File: config.mk
export PLATFORM = sky130hd
export DESIGN_NAME = opram_loader
export DESIGN_NICKNAME = d
export VERILOG_FILES = /design/src/rtl/opram_pkg.sv /design/src/rtl/opram_mem.sv /design/src/rtl/opram_loader.sv
export SDC_FILE = /design/constraint.sdc
export NUM_CORES = 1
export LEC_CHECK = 0
export ABC_CLOCK_PERIOD_IN_PS = 2400
export CAP_MARGIN = 30
export CORE_UTILIZATION = 45
export DETAILED_ROUTE_END_ITERATION = 7
export GPL_ROUTABILITY_DRIVEN = 1
export PLACE_DENSITY = 0.73
export SYNTH_ARGS = -nofsm -noshare
export SYNTH_HDL_FRONTEND = slang
export SYNTH_SLANG_ARGS = --single-unit
export TNS_END_PERCENT = 1
File: constraint.sdc
create_clock -name clk -period 2.4 [get_ports clk]
set_input_delay 0.48 -clock clk [delete_from_list [all_inputs] [get_ports clk]]
set_output_delay 0.48 -clock clk [all_outputs]
set_load 0.05 [all_outputs]
File: src/rtl/opram_pkg.sv
// rtl/opram_pkg.sv - shared types and constants for the opcode RAM loader
package opram_pkg;

    typedef enum logic [1:0] {
        IDLE = 2'd0,
        LOAD = 2'd1,
        RUN  = 2'd2
    } opram_state_e;

    localparam logic [7:0] DEF_RESET_OP = 8'h00;

    function automatic int opram_depth(input int addr_w);
        return 1 << addr_w;
    endfunction

endpackage

File: src/rtl/opram_mem.sv
// rtl/opram_mem.sv - simple dual-port RAM, one write port, one registered read port
module opram_mem #(
    parameter int DATA_W = 8,
    parameter int ADDR_W = 4
) (
    input  logic              clk,
    input  logic              we,
    input  logic [ADDR_W-1:0] waddr,
    input  logic [DATA_W-1:0] wdata,
    input  logic              re,
    input  logic [ADDR_W-1:0] raddr,
    output logic [DATA_W-1:0] rdata
);

    logic [DATA_W-1:0] mem_q [1 << ADDR_W];
    logic [DATA_W-1:0] rdata_q;

    always_ff @(posedge clk) begin
        if (we) begin
            mem_q[waddr] <= wdata;
        end
        if (re) begin
            rdata_q <= mem_q[raddr];
        end
    end

    assign rdata = rdata_q;

endmodule

File: src/rtl/opram_loader.sv
// rtl/opram_loader.sv - opcode RAM with streamed program load and registered fetch
module opram_loader
    import opram_pkg::*;
#(
    parameter int                DATA_W   = 8,
    parameter int                ADDR_W   = 4,
    parameter logic [DATA_W-1:0] RESET_OP = DEF_RESET_OP
) (
    input  logic              clk,
    input  logic              rst,
    input  logic              load_start,
    input  logic              load_valid,
    input  logic [DATA_W-1:0] load_data,
    input  logic              load_last,
    output logic              load_ready,
    output logic              load_done,
    output logic              load_err,
    output logic [ADDR_W:0]   op_count,
    output logic              busy,
    input  logic              fetch_en,
    input  logic [ADDR_W-1:0] fetch_addr,
    output logic [DATA_W-1:0] op,
    output logic              op_valid
);

    localparam int            DEPTH    = opram_depth(ADDR_W);
    localparam logic [ADDR_W:0] LAST_CNT = (ADDR_W + 1)'(DEPTH - 1);

    opram_state_e      state_q, state_d;
    logic [ADDR_W-1:0] wptr_q, wptr_d;
    logic [ADDR_W:0]   cnt_q, cnt_d;
    logic              err_q, err_d;
    logic              done_q, done_d;
    logic              valid_q, valid_d;
    logic              oor_q, oor_d;

    logic              beat_ok, fetch_ok, in_range;
    logic              mem_we, mem_re;
    logic [DATA_W-1:0] mem_rdata;

    always_ff @(posedge clk or negedge rst) begin
        if (!rst) begin
            state_q <= IDLE;
        end else begin
            state_q <= state_d;
        end
    end

    // oor_q resets high so op shows RESET_OP before the uninitialised RAM is ever read
    always_ff @(posedge clk or negedge rst) begin
        if (!rst) begin
            wptr_q  <= '0;
            cnt_q   <= '0;
            err_q   <= 1'b0;
            done_q  <= 1'b0;
            valid_q <= 1'b0;
            oor_q   <= 1'b1;
        end else begin
            wptr_q  <= wptr_d;
            cnt_q   <= cnt_d;
            err_q   <= err_d;
            done_q  <= done_d;
            valid_q <= valid_d;
            oor_q   <= oor_d;
        end
    end

    always_comb begin
        state_d  = state_q;
        wptr_d   = wptr_q;
        cnt_d    = cnt_q;
        err_d    = err_q;
        done_d   = 1'b0;
        valid_d  = 1'b0;
        oor_d    = oor_q;
        mem_we   = 1'b0;
        mem_re   = 1'b0;
        in_range = 1'b0;
        beat_ok  = (state_q == LOAD) && load_valid && !load_start;
        fetch_ok = (state_q == RUN) && fetch_en && !load_start;

        if (load_start) begin
            state_d = LOAD;
            wptr_d  = '0;
            cnt_d   = '0;
            err_d   = 1'b0;
        end else if (beat_ok) begin
            mem_we = 1'b1;
            wptr_d = wptr_q + 1'b1;
            cnt_d  = cnt_q + 1'b1;
            if (load_last || (cnt_q == LAST_CNT)) begin
                state_d = RUN;
                done_d  = 1'b1;
                err_d   = !load_last;
            end
        end

        if (fetch_ok) begin
            in_range = ({1'b0, fetch_addr} < cnt_q);
            valid_d  = 1'b1;
            mem_re   = in_range;
            oor_d    = !in_range;
        end
    end

    opram_mem #(
        .DATA_W(DATA_W),
        .ADDR_W(ADDR_W)
    ) u_mem (
        .clk  (clk),
        .we   (mem_we),
        .waddr(wptr_q),
        .wdata(load_data),
        .re   (mem_re),
        .raddr(fetch_addr),
        .rdata(mem_rdata)
    );

    assign load_ready = (state_q == LOAD);
    assign busy       = (state_q == LOAD);
    assign load_done  = done_q;
    assign load_err   = err_q;
    assign op_count   = cnt_q;
    assign op_valid   = valid_q;
    assign op         = oor_q ? RESET_OP : mem_rdata;

endmodule

Word-level counts from Yosys, hierarchy flattened
Memory sizes are Yosys's and may differ from the RTL's. A register that Yosys moved wholly into a read port is not among the register bits.
Index checks and enable logic that the tools add are counted.
{"block": "totals", "regBits": 15, "ramBits": 128, "inputBits": 18, "output_inout_bits": 18, "elab_cells": 45, "mem_count": 1}
{"block": "classes", "add_sub_neg": 2, "magnitude_cmp": 1, "eq_ne": 3, "muxes": 20, "n_reduce_logical": 11}
{"name": "u_mem.mem_q", "depth": 16, "word_bits": 8, "read_ports": 1, "rd_ports_with_merged_regs": 1, "write_ports": 1, "line_no": "opram_mem.sv:15", "text": "logic [DATA_W-1:0] mem_q [1 << ADDR_W];"}
{"op": "two-way mux 1 bit", "n": 12}
{"op": "two-way mux 5 bit", "n": 2}
{"op": "two-way mux 4 bit", "n": 2}
{"op": "two-way mux 8 bit", "n": 1}
{"op": "two-way mux 2 bit", "n": 3}
{"op": "adder 5 x 1 -> 5 bit (second input constant)", "n": 1}
{"op": "== test 5 x 4 -> 1 bit (second input constant)", "n": 1}
{"op": "< comparator 4 x 5 -> 1 bit", "n": 1}
{"op": "adder 4 x 1 -> 4 bit (second input constant)", "n": 1}
{"op": "logical AND 1 bit", "n": 4}
{"op": "nonzero test 2 bit", "n": 2}
{"op": "zero test 1 bit", "n": 3}
{"op": "== test 2 x 1 -> 1 bit (second input constant)", "n": 1}
{"op": "== test 2 bit (second input constant)", "n": 1}
{"op": "AND reduction 2 bit", "n": 1}
{"op": "logical OR 1 bit", "n": 1}

Depth between registers and ports, before layout
{"block": "depth", "ltp_word": 7, "ltp_mapped": 6, "ltp_nobuf": 5}

Modules after synthesis
From an unflattened synthesis, not the netlist that was laid out.
{"block": "unflattened", "hier_cells": 316, "hier_area_um2": 6070.8}
{"module": "opram_mem", "n_inst": 1, "cells_per_inst": 229, "area_each_um2": 5227.5, "seq_area_each_um2": 4083.9}
{"module": "opram_loader", "n_inst": 1, "cells_per_inst": 87, "area_each_um2": 843.3, "seq_area_each_um2": 376.6}

Worst setup path after synthesis
No wires, ideal clock.
{"block": "synth_path", "kind": "register to register", "from": "reg cnt_q[1], in the netlist op_count[1]", "to": "reg u_mem.rdata_q[0], in the netlist u_mem.rdata[0], read port of u_mem.mem_q, enable pin", "setup_ns": 0.375, "arrival_ns": 1.824, "required_ns": 2.025, "path_slack_ns": 0.200, "path_stages_with_launch": 6, "n_path_buf": 0, "synth_period_minus_slack_ns": 2.200, "path_cell_list": "dfrtp_1 inv_1 ha_1 a21o_1 a21o_1 a21oi_1"}
{"block": "synth_between", "elab_chain_len": 2}
{"element": "start, declared", "line_no": "opram_loader.sv:31", "text": "logic [ADDR_W:0] cnt_q, cnt_d;"}
{"element": "start signal, assigned", "line_no": "opram_loader.sv:60", "text": "cnt_q <= cnt_d;"}
{"element": "< comparator 4 x 5 -> 1 bit", "line_no": "opram_loader.sv:99", "text": "in_range = ({1'b0, fetch_addr} < cnt_q);"}
{"element": "two-way mux 1 bit", "line_no": "opram_loader.sv:98", "text": "if (fetch_ok) begin"}
{"element": "net mem_re", "line_no": "opram_loader.sv:38", "text": "logic mem_we, mem_re;"}
{"element": "end, declared", "line_no": "opram_mem.sv:16", "text": "logic [DATA_W-1:0] rdata_q;"}
The timed path passes the listed nets, and every way through them passes these cells.
A chain may end at the register's enable or synchronous reset.

Worst setup path after layout
{"block": "layout_path", "from": "reg oor_q", "to": "out op[6]"}
{"block": "layout_between", "elab_chain_len": 1}
{"element": "start, declared", "line_no": "opram_loader.sv:35", "text": "logic oor_q, oor_d;"}
{"element": "start signal, assigned", "line_no": "opram_loader.sv:64", "text": "oor_q <= oor_d;"}
{"element": "two-way mux 8 bit", "line_no": "opram_loader.sv:125", "text": "assign op = oor_q ? RESET_OP : mem_rdata;"}
{"element": "end, declared", "line_no": "opram_loader.sv:22", "text": "output logic [DATA_W-1:0] op,"}
No other way between the ends.

==> flow_metrics.py <==
metrics = {
    "sta": {
        "grt_setup_unrepaired": "no",
        "aggregate_negative_setup_slack_ns": 0,
        "tightest_slew_ns": 0.7671,
        "final.hold.worst_slack_ns": 0.5157,
        "final_hold_viol_count": 0,
        "final.period_utilization": 0.9542,
        "setup-violations-final": 0,
        "min_period_ns": 2.290,
        "postLayoutSetupSlackWorst_ns": 0.1099,
        "finalMaxSlewViolations": 0,
        "final.setup_skew_ns": 0.01033,
        "fmax_mhz": 436.7,
        "timing.slew.headroom": 0.4870,
    },
    "final_layout": {
        "insertedDiodeCount": 0,
        "combined_area_of_the_multi_input_logic_cells_mm2": 0.001516,
        "design.final.nets": 411,
        "post_route_cells_drive_above_1_share": 0.1839,
        "post-route-cell-area_mm2": 0.007377,
        "post_layout_cell_count": 573,
        "area.growth.synth_to_final_pct": 20.42,
        "nFillCells": 1003,
        "seqCellArea_mm2": 0.004461,
        "final_standard_cell_utilization_of_the_core": 0.5571,
    },
    "worst_setup_path": {
        "worst-r2r-cell-count": 6,
        "cp_data_arrival_time_ns": 1.81,
        "top_cell_family_by_delay_on_the_critical_path": "buffers and inverters",
        "r2r-start": "op_count[1]",
        "timing.setup.critical_path_class": "flop to primary output",
        "path_buf_inv": 1,
        "critPathMaxFanout": 9,
        "timing.critical_path.cells": "nor2b_1 -> clkdlybuf4s50_1",
        "reg2reg_slack_ns": 0.66,
        "start_kind": "flop",
        "crit_path_end_kind": "primary output",
        "slowest_stage": "sky130_fd_sc_hd__clkdlybuf4s50_1",
        "worst_r2r_endpoint": "u_mem.rdata[1]",
        "worst-endpoint-required_ns": 1.92,
        "slowest_delay_ns": 0.70,
    },
    "cts": {
        "cts_num_sinks": 151,
        "clock_latency_on_the_worst_skew_pair_ns": 0.42,
        "tritoncts": "built",
        "path_clk_slew_ns": 0.06,
        "numCtsBuffers": 17,
        "clockBufferDepth": 2,
        "holdBufCountCts": 0,
        "postCtsSetupRepairBufs": 0,
        "cts.root.buffer_cell": "sky130_fd_sc_hd__clkbuf_16",
        "cts.htree.levels": 4,
        "post_cts_resized": 0,
    },
    "pwr": {
        "power_mw": 5.911,
        "peakVddDrop_mv": 0.5173,
        "p_leak_nw": 2.608,
        "pwr_density_cell_mw_per_mm2": 801.3,
    },
    "yosys": {
        "ys_seq_elements": 151,
        "number_of_flops_mapped_to_enable_cells_by_yosys": 136,
        "syn_area_per_cell_um2": 19.20,
        "post_synth_inst_count": 319,
        "dominantRegCellSynth": "sky130_fd_sc_hd__edfxtp_1",
        "syn_area_mm2": 0.006126,
        "netlist-cell-type-count": 34,
        "share_of_async_settable_or_async_resettable_flops_after_synthesis": 0.09934,
        "synth_sequential_area_ratio": 0.7281,
        "synth_nets": 346,
        "yosys_warnings": 0,
    },
    "detailed_routing": {
        "drtIter0Drc": 279,
        "drc": 0,
        "drt_pass1_iterations": 4,
        "wire_per_inst_um": 20.35,
        "route.detailed.vias_per_inst": 5.490,
        "antenna_violating_nets_post_route": 0,
        "route.vias.total": 3146,
        "finalWirelength_um": 11660,
    },
    "placement": {
        "post_dp_cell_area_mm2": 0.006813,
        "weighted_congestion_reported_at_the_end_of_routability_driven_placement": 0.7129,
        "place_ws_ns": 0.1350,
        "io_buffers": 35,
        "post-dp-hpwl_um": 7651,
        "dpl.cell_count": 541,
    },
    "global_route": {
        "pin_count_of_the_biggest_net_entering_global_routing": 33,
        "grt_remaining_overflow": 0,
        "grt_antenna_before_repair": 0,
        "global_route_wire_length_before_repair_um": 18300,
        "globalRouteTotalUtil": 0.1814,
        "first_global_vias": 3274,
    },
    "floorplanning": {
        "fp.dieArea_mm2": 0.01408,
        "rows": 42,
        "ios": 36,
        "height_of_the_die_um": 118.7,
        "initial_utilization": 0.4626,
        "core_mm2": 0.01324,
        "width_of_the_die_um": 118.7,
    },
    "worst_hold_path": {
        "min_path_type": "input pin to async pin",
    },
    "run_status": {
        "run_status": "finished, final reports clean",
    },
    "flow_run": {
        "max_cap_violations": 0,
    },
}
registers in the layout, summed over array words and instances, names as in the netlist:
signal       cells
u_mem.rdata      8
op_count         5
oor_q            1
state_q          2
op_valid         1
wptr_q           4
u_mem.mem_q    128
load_err         1
load_done        1
cell usage after synthesis, types with 3 or more instances:
| library cell | instances | area share |
|---|---|---|
| sky130_fd_sc_hd__nor2b_1 | 12 | 0.012 |
| sky130_fd_sc_hd__inv_1 | 8 | 0.0049 |
| sky130_fd_sc_hd__ha_1 | 9 | 0.018 |
| sky130_fd_sc_hd__buf_6 | 3 | 0.0055 |
| sky130_fd_sc_hd__buf_2 | 6 | 0.0049 |
| sky130_fd_sc_hd__a21oi_1 | 5 | 0.0041 |
| sky130_fd_sc_hd__a21o_1 | 3 | 0.0037 |
| sky130_fd_sc_hd__edfxtp_1 | 136 | 0.67 |
| sky130_fd_sc_hd__and3_1 | 9 | 0.0092 |
| sky130_fd_sc_hd__mux4_1 | 18 | 0.077 |
| sky130_fd_sc_hd__a22oi_1 | 16 | 0.020 |
| sky130_fd_sc_hd__nor2_1 | 18 | 0.011 |
| sky130_fd_sc_hd__nand2_1 | 14 | 0.0086 |
| sky130_fd_sc_hd__xnor2_1 | 4 | 0.0057 |
| sky130_fd_sc_hd__dfrtp_1 | 14 | 0.057 |
| sky130_fd_sc_hd__and2_1 | 5 | 0.0051 |
| sky130_fd_sc_hd__mux4_2 | 14 | 0.051 |
power breakdown:
part | leakage [nW] | internal [mW] | switching [mW]
combinational | 0.917 | 0.191 | 0.288
sequential | 1.42 | 2.91 | 0.0291
clock | 0.268 | 1.51 | 0.983
total | 2.61 | 4.61 | 1.30
worst register-to-register path: stages, from the launching register on:
cell and delay (ns):
sky130_fd_sc_hd__dfrtp_1 0.38, sky130_fd_sc_hd__inv_1 0.07, sky130_fd_sc_hd__ha_1 0.30, sky130_fd_sc_hd__a21o_1 0.17, sky130_fd_sc_hd__a21o_1 0.20, sky130_fd_sc_hd__a21oi_1 0.13, sky130_fd_sc_hd__buf_4 0.19
cells by family (layout without fill, tap and decap cells):
kind of cell | after synthesis | after routing | synth area share
flip-flops | 151 | 151 | 0.7281
XOR/XNOR | 6 | 6 | 0.008578
AO/OA/AOI/OAI | 30 | 30 | 0.03431
multiplexers | 32 | 32 | 0.1287
adder cells (fa/ha/maj) | 9 | 9 | 0.01838
buffers and inverters | 24 | 102 | 0.02431
AND/OR/NAND/NOR | 67 | 67 | 0.05760
layout by cell type (no fill, tap or decap), drive strengths merged, types with 12 or more instances in the layout:
cell type	n
mux4	32
nor2b	12
dfrtp	14
a22oi	16
edfxtp	136
clkdlybuf4s50	34
buf	28
nor2	18
clkbuf	18
nand2	14
metal layers:
metal,vias to the layer above,GRT usage,wire length (um)
met5,-,0,0
met4,0,0.06883,189
met3,18,0.05550,658
met2,97,0.2836,5784
met1,1623,0.2392,5026
li1,1408,-,-
final cells by class:
| type | instances | share of cell area |
|---|---|---|
| multi-input cells | 144 | 0.2056 |
| clock inverters | 14 | 0.01832 |
| well taps | 176 | 0.02985 |
| inverters | 8 | 0.004071 |
| clock buffers | 18 | 0.05818 |
| flip-flops and latches | 151 | 0.6046 |
| repair buffers | 62 | 0.07938 |
worst max-delay path by stage:
stage	startpoint	end	slack [ns]	depth (start not counted)
after floorplan	op_count[1]	u_mem.rdata[0]	0.20	5
after global placement	fetch_addr[1]	u_mem.rdata[2]	0.13	6
after detailed placement	fetch_addr[1]	u_mem.rdata[4]	0.14	6
after CTS	oor_q	op[7]	0.08	2
after global routing	oor_q	op[5]	0.04	2
final	oor_q	op[6]	0.11	2
Note: power is estimated with default switching activity, not from simulation.
